## src/rtl/adma_as_atx_split.sv

```systemverilog
// adma_as_atx_split: splits one DMA transaction into AXI AR/AW bursts.
// Ports: tx_* transaction in (vld/rdy); atx_* CSRs; ar*/aw* burst out (atx_vld/atx_rdy).
module adma_as_atx_split #(
  parameter int DMA_CHN_NUM    = 4,
  parameter int DMA_CHN_NUM_W  = $clog2(DMA_CHN_NUM),
  parameter int DMA_LENGTH_W   = 16,
  parameter int SRC_ADDR_W     = 32,
  parameter int DST_ADDR_W     = 32,
  parameter int MST_ID_W       = 5,
  parameter int ATX_LEN_W      = 8,
  parameter int BEAT_BYTES     = 4,
  parameter int BOUNDARY_BYTES = 4096
) (
  input  logic                     clk,
  input  logic                     rst_n,
  input  logic [DMA_CHN_NUM_W-1:0] tx_chn,
  input  logic [SRC_ADDR_W-1:0]    tx_src_addr,
  input  logic [DST_ADDR_W-1:0]    tx_dst_addr,
  input  logic [DMA_LENGTH_W-1:0]  tx_len,
  input  logic                     tx_vld,
  output logic                     tx_rdy,
  input  logic [MST_ID_W-1:0]      atx_id,
  input  logic [1:0]               atx_src_burst,
  input  logic [1:0]               atx_dst_burst,
  input  logic [DMA_LENGTH_W-1:0]  atx_wd_per_burst,
  output logic [MST_ID_W-1:0]      arid,
  output logic [MST_ID_W-1:0]      awid,
  output logic [SRC_ADDR_W-1:0]    araddr,
  output logic [DST_ADDR_W-1:0]    awaddr,
  output logic [ATX_LEN_W-1:0]     arlen,
  output logic [ATX_LEN_W-1:0]     awlen,
  output logic [2:0]               arsize,
  output logic [2:0]               awsize,
  output logic [1:0]               arburst,
  output logic [1:0]               awburst,
  output logic [DMA_CHN_NUM_W-1:0] atx_chn,
  output logic                     atx_vld,
  input  logic                     atx_rdy,
  output logic                     atx_start,
  output logic                     atx_start_last,
  output logic                     tx_done
);

  localparam int BB_W   = $clog2(BEAT_BYTES);
  localparam int OFF_W  = $clog2(BOUNDARY_BYTES);
  localparam int ROOM_W = OFF_W - BB_W + 1;
  localparam int REM_W  = DMA_LENGTH_W + 1;
  localparam int BT_W   = ATX_LEN_W + 1;
  localparam int CW     = REM_W + BT_W + ROOM_W;

  localparam logic [CW-1:0] CAP = CW'(1) << ATX_LEN_W;
  localparam logic [CW-1:0] BND = CW'(BOUNDARY_BYTES);

  typedef enum logic [1:0] {
    S_IDLE,
    S_CALC,
    S_ISSUE
  } state_t;

  state_t r_state;
  state_t w_next;

  logic [DMA_CHN_NUM_W-1:0] r_chn;
  logic [SRC_ADDR_W-1:0]    r_src;
  logic [DST_ADDR_W-1:0]    r_dst;
  logic [REM_W-1:0]         r_rem;
  logic [REM_W-1:0]         r_max;
  logic [MST_ID_W-1:0]      r_id;
  logic [1:0]               r_sburst;
  logic [1:0]               r_dburst;
  logic [BT_W-1:0]          r_beats;
  logic                     r_last;

  logic            w_src_incr;
  logic            w_dst_incr;
  logic [CW-1:0]   w_src_room;
  logic [CW-1:0]   w_dst_room;
  logic [CW-1:0]   w_beats;
  logic            w_accept;
  logic            w_hs;

  assign w_src_incr = (r_sburst == 2'b01);
  assign w_dst_incr = (r_dburst == 2'b01);

  // Beats left before the next boundary; addresses are beat-aligned.
  assign w_src_room = (BND - CW'(r_src[OFF_W-1:0])) >> BB_W;
  assign w_dst_room = (BND - CW'(r_dst[OFF_W-1:0])) >> BB_W;

  always_comb begin
    w_beats = CW'(r_rem);
    if (CW'(r_max) < w_beats) w_beats = CW'(r_max);
    if (CAP < w_beats) w_beats = CAP;
    if (w_src_incr && (w_src_room < w_beats)) w_beats = w_src_room;
    if (w_dst_incr && (w_dst_room < w_beats)) w_beats = w_dst_room;
  end

  always_ff @(posedge clk) begin
    if (!rst_n) r_state <= S_IDLE;
    else        r_state <= w_next;
  end

  always_comb begin
    w_next  = r_state;
    tx_rdy  = 1'b0;
    atx_vld = 1'b0;
    tx_done = 1'b0;
    unique case (r_state)
      S_IDLE: begin
        tx_rdy = 1'b1;
        if (tx_vld) w_next = S_CALC;
      end
      S_CALC: begin
        w_next = S_ISSUE;
      end
      S_ISSUE: begin
        atx_vld = 1'b1;
        if (atx_rdy) begin
          if (r_last) begin
            tx_done = 1'b1;
            w_next  = S_IDLE;
          end else begin
            w_next = S_CALC;
          end
        end
      end
      default: w_next = S_IDLE;
    endcase
  end

  assign w_accept = tx_vld & tx_rdy;
  assign w_hs     = atx_vld & atx_rdy;

  always_ff @(posedge clk) begin
    if (!rst_n) begin
      r_chn    <= '0;
      r_src    <= '0;
      r_dst    <= '0;
      r_rem    <= '0;
      r_max    <= '0;
      r_id     <= '0;
      r_sburst <= '0;
      r_dburst <= '0;
      r_beats  <= '0;
      r_last   <= 1'b0;
    end else begin
      if (w_accept) begin
        r_chn    <= tx_chn;
        r_src    <= tx_src_addr;
        r_dst    <= tx_dst_addr;
        r_rem    <= REM_W'(tx_len) + REM_W'(1);
        r_max    <= REM_W'(atx_wd_per_burst) + REM_W'(1);
        r_id     <= atx_id;
        r_sburst <= atx_src_burst;
        r_dburst <= atx_dst_burst;
      end
      if (r_state == S_CALC) begin
        r_beats <= BT_W'(w_beats);
        r_last  <= (w_beats == CW'(r_rem));
      end
      if (w_hs && !r_last) begin
        r_rem <= r_rem - REM_W'(r_beats);
        if (w_src_incr)
          r_src <= r_src + (SRC_ADDR_W'(r_beats) << BB_W);
        if (w_dst_incr)
          r_dst <= r_dst + (DST_ADDR_W'(r_beats) << BB_W);
      end
    end
  end

  assign arid           = r_id;
  assign awid           = r_id;
  assign araddr         = r_src;
  assign awaddr         = r_dst;
  assign arlen          = ATX_LEN_W'(r_beats - BT_W'(1));
  assign awlen          = ATX_LEN_W'(r_beats - BT_W'(1));
  assign arsize         = 3'(BB_W);
  assign awsize         = 3'(BB_W);
  assign arburst        = r_sburst;
  assign awburst        = r_dburst;
  assign atx_chn        = r_chn;
  assign atx_start      = w_hs;
  assign atx_start_last = atx_vld & r_last;

endmodule

```

## config.mk

```make
export PLATFORM = sky130hd
export DESIGN_NAME = adma_as_atx_split
export DESIGN_NICKNAME = d
export VERILOG_FILES = /design/src/rtl/adma_as_atx_split.sv
export SDC_FILE = /design/constraint.sdc
export NUM_CORES = 1
export LEC_CHECK = 0
export ABC_AREA = 1
export CORE_MARGIN = 2
export CORE_UTILIZATION = 43
export DETAILED_ROUTE_END_ITERATION = 8
export GPL_TIMING_DRIVEN = 0
export HOLD_SLACK_MARGIN = 0.08
export PLACE_DENSITY = 0.78
export SLEW_MARGIN = 0
export SYNTH_ARGS = -nofsm -noshare
export SYNTH_HDL_FRONTEND = slang
export SYNTH_SLANG_ARGS = --single-unit
```

## constraint.sdc

```tcl
create_clock -name clk -period 7.7 [get_ports clk]
set_clock_uncertainty 0.1 [all_clocks]
set_input_delay 0.77 -clock clk [delete_from_list [all_inputs] [get_ports clk]]
set_output_delay 0.77 -clock clk [all_outputs]
set_load 0.005 [all_outputs]
```

* Word level (Yosys, flattened, before mapping)
Cells that the tools add are included.
** Operators by class
- $mul :: 0
- Bitwise logic cells :: 3
- Shift-type cells :: 0
- Add/sub/neg operators :: 8
- Divide/modulo/power cells :: 0
- Reductions and logical operators :: 7
- Order comparisons :: 4
- Mux-type cells :: 21
- Eq/ne operators :: 7
** Operators by type and width (count)
- $mux W32 :: 6
- $mux W35 :: 2
- $mux W17 :: 4
- $add A32 B11 Y32 :: 2
- $eq A37 B17 Y1 :: 1
- $lt A35 B37 Y1 :: 1
- $lt A35 B17 Y1 :: 1
- $add A16 B1 Y17 const B :: 2
- $sub A13 B12 Y14 const A :: 2
- $lt A17 B17 Y1 :: 1
- $lt A9 B17 Y1 const A :: 1
- $sub A17 B9 Y17 :: 1
- $sub A8 B1 Y8 const B :: 1
- $eq A2 B1 Y1 const B :: 3
- $mux W1 :: 6
- $pmux W2 S3 :: 1
- $mux W2 :: 2
- $ne A2 B2 Y1 const B :: 2
- $and A1 B1 Y1 :: 3
- $logic_and A1 B1 Y1 :: 3
- $eq A2 B2 Y1 const B :: 1
- $logic_not A2 Y1 :: 1
- $reduce_and A2 Y1 :: 1
- $reduce_bool A2 Y1 :: 1
- $logic_not A1 Y1 :: 1
** Word-level totals
- Memory bits (read-only) :: 0
- Memories :: 0
- Logic and storage cells :: 61
- Input bits :: 111
- Register bits :: 121
- Output and inout bits :: 107
- RAM bits :: 0
- Bits in latches :: 0

* Depth between registers and ports, before layout
- Depth after elaboration :: 11
- Gate-level depth with buffers :: 46
- Mapped depth without buffers :: 45

* Least setup slack after synthesis
Ideal clock, no wire load.
- Path type :: reg-to-reg
- Start :: register r_rem[12]
- End :: register r_last
- Library setup time :: 67 ps
- Required time :: 7533 ps
- Period minus slack after synthesis :: 6514 ps
- Arrival time :: 6346 ps
- Cell stages (with the launch flop) :: 41
- Slack :: 1186 ps
- Path buffers :: 4
- Path through :: dfxtp_1 -> inv_1 -> ha_1 -> nand2_1 -> inv_1 -> nand2_1 -> nand2_1 -> nand2_1 -> nand2_1 -> nor2_4 -> nand2_4 -> buf_6 -> buf_4 -> o21ai_1 -> nand2_1 -> o41ai_1 -> nand2_1 -> or2_1 -> [... 5 more ...] -> buf_2 -> nand2_1 -> o21ai_1 -> ha_1 -> a21oi_1 -> nor2_1 -> a211oi_1 -> nor2_1 -> a2111oi_4 -> clkbuf_1 -> nand3_1 -> nand3_1 -> nand2_1 -> nor2_1 -> nand2_1 -> nor2_1 -> nand2_1 -> a21oi_2
** Between the ends
- Longest elaborated chain between the ends :: 11
** Ends and longest elaborated chain
- from (decl) :: RTL line 66 : logic [REM_W-1:0] r_rem;
- from (signal assigned) :: RTL line 150 : r_rem <= REM_W'(tx_len) + REM_W'(1);
- from (signal assigned) :: RTL line 161 : r_rem <= r_rem - REM_W'(r_beats);
- $lt A17 B17 Y1 :: RTL line 91 : if (CW'(r_max) < w_beats) w_beats = CW'(r_max);
- $mux W17 :: RTL line 91
- $lt A9 B17 Y1 :: RTL line 92 : if (CAP < w_beats) w_beats = CAP;
- $mux W17 :: RTL line 92
- $lt A35 B17 Y1 :: RTL line 93 : if (w_src_incr && (w_src_room < w_beats)) w_beats = w_src_room;
- $logic_and A1 B1 Y1 :: RTL line 93
- $mux W35 :: RTL line 93
- $lt A35 B37 Y1 :: RTL line 94 : if (w_dst_incr && (w_dst_room < w_beats)) w_beats = w_dst_room;
- $logic_and A1 B1 Y1 :: RTL line 94
- $mux W35 :: RTL line 94
- $eq A37 B17 Y1 (*) :: RTL line 158 : r_last <= (w_beats == CW'(r_rem));
- to (signal assigned) :: RTL line 158
- to (decl) :: RTL line 72 : logic r_last;
Every way passes the cells marked *; elsewhere a longest branch is shown, timed or not.
A chain may end at the register's enable or synchronous reset.

* Worst setup path in the final report
- Start :: register r_rem[10]
- End :: register r_last
Same word-level chain as after synthesis.

==> out/metrics.csv <==
metric,value,unit
drt-pass1-iter-count,6,
clkTransAtPathRegs,0.06,ns
place_hpwl,29000,um
wl,36600,um
ys.warnings.count,0,
cts_buf_count,17,
report.final.setup_viol,0,
timing.critical_path.to_type,flip-flop,
gpl.final_weighted_congestion,1.01,
wl_per_cell,17.5,um
post-route-worst-setup-slack,0.554,ns
number_of_enable_type_register_cells_in_the_synthesized_netlist,0,
htreeDepth,4,
worstSetupPathType,flip-flop to flip-flop,
path_max_fanout,10,
cpPeakStageDelay,0.44,ns
clock_path_buffers,2,
post_route_cells_drive_above_1_share,4.49,%
die-height,155,um
synthMuxAreaShare,0,%
postSynth.asyncResetShare,0,%
cellPowerDensity,204,nW/um2
pre_cts_ws,-0.132,ns
grt_first_pass_wirelength,55900,um
synth_ff_type,sky130_fd_sc_hd__dfxtp_1,
area_growth,31.9,%
timing.final.max_slew_violations,0,
drtAntennaViolNets,0,
grt_antenna_before_repair,0,
synth.yosys.seq_area_share,24.8,%
worstPathRequired,7.96,ns
placeableCoreArea,22500,um2
clk_latency,0.44,ns
setup_repair_after_global_routing_missed_its_margin,false,
pin_count_of_the_biggest_net_entering_global_routing,17,
clock_tree.root_cell,sky130_fd_sc_hd__clkbuf_16,
synthSimpleGateAreaFrac,27.0,%
finalHoldViolations,0,
xor_xnor_share_of_the_synthesized_area,5.55,%
cts_num_sinks,121,
worst-slew-pin-transition,0.939,ns
via_count_of_the_first_global_routing_pass,10495,
post_synth_inst_count,1552,
dominant_combinational_cell_family_by_area_after_synthesis,simple AND/OR/NAND/NOR gates,
drt_first_iter_violations,1072,
postCtsHoldBufs,0,
route.detailed.vias_per_inst,5.45,
finish.instance_area,12900,um2
grt.total_usage,29.9,%
power.ir.vdd_worst,0.167,mV
cts_tree,built,
worst_ep_arrival_time,7.40,ns
vias,11376,
synthDistinctLibCells,52,
design.portCount,218,
die_area,24000,um2
synth-adder-area-share,9.05,%
static-leakage-power,6.08,nW
placedCellCount,2054,
rows,55,
dieWidth,155,um
crit_slowest_cell,sky130_fd_sc_hd__dfxtp_1,
ys_ff_latch,121,
layout_min_cycle_time,7.15,ns
mappedNetlistArea,9780,um2
period_share,92.8,%
antenna-diode-count,0,
maxSlewHeadroom,37.4,%
max_cap_violations,0,
synthesis.area_per_instance,6.30,um2
synth-compound-area-share,20.2,%
grt_overflow,0,
max_freq,140,MHz
io_buffers,211,
route.detailed.drc,0,
critPathLaunchType,flip-flop,
initial_core_utilization,43.5,%
status,"complete, no violations",
finalNonFillerCells,2088,
finalNetCount,1970,
placement.cell_area,12300,um2
critical-path-top-cell-by-count,sky130_fd_sc_hd__nand2_1,
totalPowerFinal,0.00263,W
worst_hold_path_type,flip-flop to flip-flop,
power breakdown:
part           internal (W)  total [W]  switching (W)
Combinational      0.000442    0.00104       0.000595
Sequential         0.000685   0.000760      0.0000751
Clock              0.000491   0.000833       0.000342
cell usage in the layout (no fill, tap or decap), drive strengths merged, types with 14 or more instances in the layout:
cell / Yosys / routed
a21oi: 101 / 101
a31oi: 21 / 21
buf: 28 / 30
clkbuf: 46 / 64
clkdlybuf4s50: 0 / 211
dfxtp: 121 / 121
ha: 66 / 66
inv: 248 / 255
nand2: 322 / 322
nand3: 73 / 73
nand4: 17 / 17
nor2: 175 / 175
nor3: 21 / 21
o211ai: 14 / 14
o21ai: 161 / 161
xor2: 51 / 51
path summary, 6_finish.rpt:
| kind | from | to | slack, ns | cells after the start |
|---|---|---|---|---|
| worst max-delay path | r_rem[10] | r_last | 0.55 | 41 |
| worst min-delay path | arburst[0] | arburst[0] | 0.38 | 2 |
| worst max register to register | r_rem[10] | r_last | 0.55 | 41 |
| worst min register to register | arburst[0] | arburst[0] | 0.38 | 2 |
cell families (layout without fill, tap and decap cells):
family	count (synthesis)	count (layout)
other	2	8
AOI/OAI and AO/OA	346	346
buffers and inverters	323	568
DFF	121	121
and+or+nand+nor	629	629
adders and majority gates	69	69
xor gates and xnor gates	62	62
registers in the layout (all words and copies together), names as in the netlist:
signal / cells
r_beats: 9
atx_chn: 2
arid: 5
awaddr: 32
araddr: 32
r_last: 1
arburst: 2
r_rem: 17
r_max: 17
awburst: 2
r_state: 2
layout make-up:
type	count	area [um2]
clock inverter	14	159
timing repair buffer	213	2130
multi-input combinational	1114	6090
buffer	74	378
inverter	249	935
clock buffer	18	439
fill	2158	9600
sequential	121	2420
tap	285	357
per-stage QoR:
step	hold slack [ns]	util (%)	TNS, ns
floorplan	0.361	-	0
global placement	0.355	54.5	-0.0874
detailed placement	0.372	54.5	-0.132
CTS	0.383	57.2	0
global route	0.415	57.4	0
finish	0.383	57.4	0
worst max-delay path: cells and delay by family (launching register included):
family                   cells  cell delay (ns)
AO/OA/AOI/OAI               11             2.26
adder cells (fa/ha/maj)      3             0.99
buffers and inverters        6             1.12
flip-flops                   1             0.44
AND/OR/NAND/NOR             21             2.13
synthesized netlist by cell type, types with 4 or more instances:
master	number	area, um2
sky130_fd_sc_hd__nand2_1	314	1180
sky130_fd_sc_hd__inv_1	246	923
sky130_fd_sc_hd__nor2_1	172	646
sky130_fd_sc_hd__o21ai_0	154	771
sky130_fd_sc_hd__dfxtp_1	121	2420
sky130_fd_sc_hd__a21oi_1	100	500
sky130_fd_sc_hd__nand3_1	72	360
sky130_fd_sc_hd__ha_1	66	826
sky130_fd_sc_hd__xor2_1	51	447
sky130_fd_sc_hd__clkbuf_1	46	173
sky130_fd_sc_hd__a31oi_1	21	131
sky130_fd_sc_hd__nor3_1	21	105
sky130_fd_sc_hd__buf_4	20	150
sky130_fd_sc_hd__nand4_1	17	106
sky130_fd_sc_hd__o211ai_1	14	105
sky130_fd_sc_hd__a221oi_1	12	105
sky130_fd_sc_hd__xnor2_1	11	96.3
sky130_fd_sc_hd__a211oi_1	10	75.1
sky130_fd_sc_hd__nor4_1	6	37.5
sky130_fd_sc_hd__o21ai_1	6	30.0
sky130_fd_sc_hd__o21bai_1	6	45.0
sky130_fd_sc_hd__nand2_2	5	31.3
sky130_fd_sc_hd__a311oi_1	4	35.0
sky130_fd_sc_hd__buf_1	4	15.0
sky130_fd_sc_hd__o221ai_1	4	35.0
sky130_fd_sc_hd__or2_2	4	25.0
routing by layer:
metal / part of all wire (%) / global-route usage [%] / wire, um
met3: 10 / 5.91 / 3810
met4: 3.0 / 10.4 / 1080
met2: 45 / 48.0 / 16300
met1: 42 / 40.1 / 15400
met5: 0 / 0 / 0
repair_timing:
item	4_1_cts	5_1_grt
endpoints found under the setup margin	1	10
resized for setup	1	7
pin swaps	0	1
buffers inserted	0	2
Note: power is estimated with default switching activity, not from simulation.
